### config.mk
export PLATFORM = sky130hd
export DESIGN_NAME = wb_dest_tracker_flat
export DESIGN_NICKNAME = d
export VERILOG_FILES = /design/src/rtl/wb_dest_tracker_if.sv /design/src/rtl/wb_dest_tracker.sv /design/src/flat_wrapper.sv
export SDC_FILE = /design/constraint.sdc
export NUM_CORES = 1
export LEC_CHECK = 0
export ABC_CLOCK_PERIOD_IN_PS = 2100
export CAP_MARGIN = 20
export CORE_MARGIN = 4
export CORE_UTILIZATION = 25
export DETAILED_ROUTE_END_ITERATION = 10
export RECOVER_POWER = 25
export SYNTH_ARGS = -nofsm -noshare
export SYNTH_HDL_FRONTEND = slang
export SYNTH_SLANG_ARGS = --single-unit
### constraint.sdc
create_clock -name clk -period 2.1 [get_ports clk]
set_clock_uncertainty 0.1 [all_clocks]
set_input_delay 0.63 -clock clk [delete_from_list [all_inputs] [get_ports clk]]
set_output_delay 0.63 -clock clk [all_outputs]
set_load 0.05 [all_outputs]
### src/rtl/wb_dest_tracker_if.sv
// Purpose: groups ID issue fields, pipeline control and stage destination outputs of wb_dest_tracker.
// Latency: n/a (wiring only); stall_cnt exists only when LOAD_USE_STALL_CNT_EN is defined.
// Backpressure: freeze holds all stages; load_use_stall tells ID to hold its instruction.
interface wb_dest_tracker_if #(
    parameter int REG_W = 5
`ifdef LOAD_USE_STALL_CNT_EN
    , parameter int CNT_W = 16
`endif
) ();
    logic             id_valid;
    logic             id_wen;
    logic [REG_W-1:0] id_wnum;
    logic             id_is_load;
    logic [REG_W-1:0] id_rs;
    logic [REG_W-1:0] id_rt;
    logic             id_rs_used;
    logic             id_rt_used;
    logic             freeze;
    logic             flush;
    logic             exe_wen;
    logic [REG_W-1:0] exe_wnum;
    logic             mem_wen;
    logic [REG_W-1:0] mem_wnum;
    logic             wb_wen;
    logic [REG_W-1:0] wb_wnum;
    logic             exe_is_load;
    logic             load_use_stall;
`ifdef LOAD_USE_STALL_CNT_EN
    logic [CNT_W-1:0] stall_cnt;
`endif

    // Issue side: drives ID fields and pipeline control, consumes stage destinations.
    modport master (
        output id_valid, id_wen, id_wnum, id_is_load,
        output id_rs, id_rt, id_rs_used, id_rt_used,
        output freeze, flush,
        input  exe_wen, exe_wnum, mem_wen, mem_wnum, wb_wen, wb_wnum,
        input  exe_is_load, load_use_stall
`ifdef LOAD_USE_STALL_CNT_EN
        , input stall_cnt
`endif
    );

    // Tracker side.
    modport slave (
        input  id_valid, id_wen, id_wnum, id_is_load,
        input  id_rs, id_rt, id_rs_used, id_rt_used,
        input  freeze, flush,
        output exe_wen, exe_wnum, mem_wen, mem_wnum, wb_wen, wb_wnum,
        output exe_is_load, load_use_stall
`ifdef LOAD_USE_STALL_CNT_EN
        , output stall_cnt
`endif
    );
endinterface

### src/rtl/wb_dest_tracker.sv
// Purpose: carries issued destinations through EXE/MEM/WB for forwarding and flags load-use hazards.
// Latency: exe_* 1 edge after issue, mem_* 2, wb_* 3; load_use_stall is combinational.
// Backpressure: freeze holds all stages (flush still clears EXE); optional LOAD_USE_STALL_CNT_EN adds stall_cnt.
module wb_dest_tracker #(
    parameter int REG_W = 5
`ifdef LOAD_USE_STALL_CNT_EN
    , parameter int CNT_W = 16
`endif
) (
    input  logic              clk,
    input  logic              resetn,
    wb_dest_tracker_if.slave  bus
);
    logic             exe_wen_q;
    logic [REG_W-1:0] exe_wnum_q;
    logic             exe_ld_q;
    logic             mem_wen_q;
    logic [REG_W-1:0] mem_wnum_q;
    logic             wb_wen_q;
    logic [REG_W-1:0] wb_wnum_q;
    logic             rs_hit;
    logic             rt_hit;
    logic             stall;
    logic             issue_ok;
    logic             id_wen_eff;

    // Hazard detect: a load in EXE whose result a valid ID instruction reads.
    // $0 sources cannot match because a $0 destination never has exe_wen set.
    always_comb begin
        rs_hit     = bus.id_rs_used && (bus.id_rs == exe_wnum_q);
        rt_hit     = bus.id_rt_used && (bus.id_rt == exe_wnum_q);
        stall      = bus.id_valid && exe_ld_q && exe_wen_q && (rs_hit || rt_hit);
        issue_ok   = bus.id_valid && !stall && !bus.flush;
        id_wen_eff = bus.id_wen && (bus.id_wnum != '0);
    end

    // EXE stage: flush wins even under freeze; otherwise take ID or insert a bubble.
    always_ff @(posedge clk or negedge resetn) begin
        if (!resetn) begin
            exe_wen_q  <= 1'b0;
            exe_wnum_q <= '0;
            exe_ld_q   <= 1'b0;
        end else if (bus.flush) begin
            exe_wen_q  <= 1'b0;
            exe_wnum_q <= '0;
            exe_ld_q   <= 1'b0;
        end else if (!bus.freeze) begin
            if (issue_ok) begin
                exe_wen_q  <= id_wen_eff;
                exe_wnum_q <= bus.id_wnum;
                exe_ld_q   <= bus.id_is_load;
            end else begin
                exe_wen_q  <= 1'b0;
                exe_wnum_q <= '0;
                exe_ld_q   <= 1'b0;
            end
        end
    end

    // MEM and WB stages: plain shift, held while frozen.
    always_ff @(posedge clk or negedge resetn) begin
        if (!resetn) begin
            mem_wen_q  <= 1'b0;
            mem_wnum_q <= '0;
            wb_wen_q   <= 1'b0;
            wb_wnum_q  <= '0;
        end else if (!bus.freeze) begin
            mem_wen_q  <= exe_wen_q;
            mem_wnum_q <= exe_wnum_q;
            wb_wen_q   <= mem_wen_q;
            wb_wnum_q  <= mem_wnum_q;
        end
    end

`ifdef LOAD_USE_STALL_CNT_EN
    logic [CNT_W-1:0] stall_cnt_q;

    // Saturating count of stall cycles that actually took effect (not frozen).
    always_ff @(posedge clk or negedge resetn) begin
        if (!resetn) begin
            stall_cnt_q <= '0;
        end else if (stall && !bus.freeze && (stall_cnt_q != '1)) begin
            stall_cnt_q <= stall_cnt_q + 1'b1;
        end
    end

    assign bus.stall_cnt = stall_cnt_q;
`endif

    assign bus.exe_wen        = exe_wen_q;
    assign bus.exe_wnum       = exe_wnum_q;
    assign bus.exe_is_load    = exe_ld_q;
    assign bus.mem_wen        = mem_wen_q;
    assign bus.mem_wnum       = mem_wnum_q;
    assign bus.wb_wen         = wb_wen_q;
    assign bus.wb_wnum        = wb_wnum_q;
    assign bus.load_use_stall = stall;
endmodule

### src/flat_wrapper.sv
// flat-port wrapper written by rule: the top's interface ports become plain ports
module wb_dest_tracker_flat 
#(
    parameter int REG_W = 5

)
  (clk, resetn, bus_id_valid, bus_id_wen, bus_id_wnum, bus_id_is_load, bus_id_rs, bus_id_rt, bus_id_rs_used, bus_id_rt_used, bus_freeze, bus_flush, bus_exe_wen, bus_exe_wnum, bus_mem_wen, bus_mem_wnum, bus_wb_wen, bus_wb_wnum, bus_exe_is_load, bus_load_use_stall);
  wb_dest_tracker_if #(.REG_W(REG_W)) bus_i ();
  input  logic clk;
  input  logic resetn;
  input wire logic [$bits(bus_i.id_valid)-1:0] bus_id_valid;
  input wire logic [$bits(bus_i.id_wen)-1:0] bus_id_wen;
  input wire logic [$bits(bus_i.id_wnum)-1:0] bus_id_wnum;
  input wire logic [$bits(bus_i.id_is_load)-1:0] bus_id_is_load;
  input wire logic [$bits(bus_i.id_rs)-1:0] bus_id_rs;
  input wire logic [$bits(bus_i.id_rt)-1:0] bus_id_rt;
  input wire logic [$bits(bus_i.id_rs_used)-1:0] bus_id_rs_used;
  input wire logic [$bits(bus_i.id_rt_used)-1:0] bus_id_rt_used;
  input wire logic [$bits(bus_i.freeze)-1:0] bus_freeze;
  input wire logic [$bits(bus_i.flush)-1:0] bus_flush;
  output wire logic [$bits(bus_i.exe_wen)-1:0] bus_exe_wen;
  output wire logic [$bits(bus_i.exe_wnum)-1:0] bus_exe_wnum;
  output wire logic [$bits(bus_i.mem_wen)-1:0] bus_mem_wen;
  output wire logic [$bits(bus_i.mem_wnum)-1:0] bus_mem_wnum;
  output wire logic [$bits(bus_i.wb_wen)-1:0] bus_wb_wen;
  output wire logic [$bits(bus_i.wb_wnum)-1:0] bus_wb_wnum;
  output wire logic [$bits(bus_i.exe_is_load)-1:0] bus_exe_is_load;
  output wire logic [$bits(bus_i.load_use_stall)-1:0] bus_load_use_stall;
  assign bus_i.id_valid = bus_id_valid;
  assign bus_i.id_wen = bus_id_wen;
  assign bus_i.id_wnum = bus_id_wnum;
  assign bus_i.id_is_load = bus_id_is_load;
  assign bus_i.id_rs = bus_id_rs;
  assign bus_i.id_rt = bus_id_rt;
  assign bus_i.id_rs_used = bus_id_rs_used;
  assign bus_i.id_rt_used = bus_id_rt_used;
  assign bus_i.freeze = bus_freeze;
  assign bus_i.flush = bus_flush;
  assign bus_exe_wen = bus_i.exe_wen;
  assign bus_exe_wnum = bus_i.exe_wnum;
  assign bus_mem_wen = bus_i.mem_wen;
  assign bus_mem_wnum = bus_i.mem_wnum;
  assign bus_wb_wen = bus_i.wb_wen;
  assign bus_wb_wnum = bus_i.wb_wnum;
  assign bus_exe_is_load = bus_i.exe_is_load;
  assign bus_load_use_stall = bus_i.load_use_stall;
  wb_dest_tracker #(.REG_W(REG_W)) u_core (.clk(clk), .resetn(resetn), .bus(bus_i));
endmodule
==> impl_results.md <==
- Vias in the first global route: 718
- Drt wl/cell: 13.9 um
- Syn nets: 87
- Area growth, synth to finish: 64.8%
- Diode count: 0
- Max Cap Viol: 0
- Worst VDD drop: 0.392 mV
- Synthesized area per cell: 13.4 um2
- Largest net degree at the start of global routing: 20
- First-iteration detailed-routing DRC count: 5
- CTS tree: built
- Site Rows: 20
- CP max stage delay: 0.56 ns
- GPL Wtd Cong: 0.715
- Global-route wire length before repair: 3490 um
- Placed Instances: 154
- Leading cell types by total area after synthesis: dfrtp_1, mux2_2, a22o_1, xnor2_1, xor2_1
- Synth area leader: dfrtp_1
- TNS Setup: -0.419 ns
- Die Width: 66.2 um
- Clock transition at path regs: 0.10 ns
- Initial antenna violation count: 0
- Slew Limit Headroom: 31.2%
- Clk_lat worst skew: 0.30 ns
- Req. time, crit path: 1.37 ns
- # setup viols final: 1
- Area share of the largest cell type after synthesis: 56.1%
- Number of routed nets with antenna violations: 0
- Post-place setup slack: -0.720 ns
- Placed Area: 1360 um2
- Die Area: 4380 um2
- Worst setup EP type: primary output
- #FFs+latches synth: 19
- Register area share after synthesis: 56.1%
- Worst hold path type: reg -> reg
- DRC viols: 0
- DIE HEIGHT: 66.2 um
- Post-Route WL: 2230 um
- Max-slew violation count: 0
- H-tree Lvls: 1
- DR pass1 iterations: 2
- Violated checks: setup timing
- Status: finished with violations
- CTS sink count: 19
- Synth Cell Area: 847 um2
- Port bufs: 43
- DP HPWL: 1750 um
- Syn. warnings: 0
- Final std cells w/o fill: 160
- Worst Path Arrival: 1.79 ns
- Total number of vias: 700
- Ports: 44
- GRT Util Overall: 10.8%
- Synth unique cells: 17
- Leak: 0.675 nW
- Slew @ Worst Pin: 1.03 ns
- GRT overflow: 0
- Via/cell ratio: 4.38
- Proportion of layout cells with a drive suffix above 1: 55.2%
- Final Hold Viols: 0
- Post-layout net count: 141
- Unrepaired setup endpoints after global routing: true
- Finished layout cell area: 1400 um2
- Initial Util: 26.9%
- PD cells: 566 nW/um2
- Total power: 0.790 mW
- Fmax: 0.397 GHz
- Clock Tree Buf Depth: 2
- Crit path time final: 2.52 ns
- Most frequent cells in the layout: buf_4, mux2_2, dfrtp_1
- Final WS setup: -0.419 ns
- CTS buffer count: 3
- Finished Core Util: 44.3%
- Core Area: 3150 um2
- Critical path fanouts, max: 2
- Startpoint types: primary input
- Mapped Cells: 63
- Slowest CP cell: or4_4
- Most common cell after layout, fill and taps aside: buf_4
- Clock Root Buffer: clkbuf_4
- Setup CP Type: in -> out
- CP Cell Sequence: dlygate4sd2_1 -> xor2_1 -> or4_4 -> nand2_8 -> buf_12
- Worst hold slack: 0.415 ns
- Final worst-path cycle share: 120%
-- Yosys cell counts --
cell and n:
dfrtp_1 19, nand4_1 2, nor3_1 1, clkbuf_1 1, nor2b_1 1, xnor2_1 6, nor2_1 2, buf_1 1
nand3_1 1, and4_1 1, a22o_1 6, nand2_1 2, a32o_1 1, xor2_1 4, or4_1 2, buf_6 1
mux2_2 12
-- worst max-delay path, delay by kind of cell --
family / cells / cell delay (ns)
buffers and inverters: 2 / 0.37
XOR/XNOR: 1 / 0.14
AND/OR/NAND/NOR: 2 / 0.66
-- path summary, 6_finish.rpt --
path / depth (start not counted) / slack [ns] / from / end
max: 5 / -0.42 / bus_id_rt[3] / bus_load_use_stall
min reg2reg: 1 / 0.41 / u_core.bus.wb_wen / u_core.bus.wb_wen
max in group asynchronous: 2 / 0.30 / resetn / u_core.bus.exe_wnum[1]
min in group asynchronous: 2 / 0.92 / resetn / u_core.bus.wb_wnum[4]
max reg2reg: 5 / 0.13 / u_core.bus.exe_wnum[2] / u_core.bus.exe_wen
min: 1 / 0.41 / u_core.bus.wb_wen / u_core.bus.wb_wen
-- logic make-up after synthesis --
family	Yosys count	synth area share (%)
multiplexers	12	16.0
buffers and inverters	3	2.21
XOR/XNOR	10	10.3
AND/OR/NAND/NOR	12	7.98
flip-flops	19	56.1
AO/OA/AOI/OAI	7	7.39
-- sequential cells by signal, indices dropped and copies added (netlist names) --
register                count
u_core.bus.exe_is_load      1
u_core.bus.exe_wen          1
u_core.bus.wb_wen           1
u_core.bus.mem_wnum         5
u_core.bus.wb_wnum          5
u_core.bus.mem_wen          1
u_core.bus.exe_wnum         5
-- what timing repair did --
action | 4_1_cts | 5_1_grt
setup buffers | 0 | 2
cloned | 0 | 0
setup endpoints to repair | 8 | 8
hold buffers | 0 | 0
endpoints found under the hold margin | 0 | 0
gates resized for setup | 32 | 4
pin swaps | 11 | 3
-- layout make-up --
| class | instances | area, um2 |
|---|---|---|
| fillers | 320 | 1760 |
| clock buffers | 4 | 26.3 |
| repair buffers | 52 | 425 |
| multi-input cells | 41 | 405 |
| well taps | 44 | 55.1 |
| flip-flops and latches | 19 | 484 |
-- layer usage --
layer	vias up	global-route usage, %	share of wire [%]
met5	-	0	0
met4	0	4.57	1.8
met3	5	3.06	6.3
met2	28	18.6	50
met1	334	12.3	42
li1	333	-	-
-- power breakdown --
part           internal, mW  total [mW]  switching (mW)
clock                0.0741       0.186           0.112
sequential            0.385       0.400          0.0152
combinational        0.0901       0.204           0.114
Note: power is estimated with default switching activity, not from simulation.
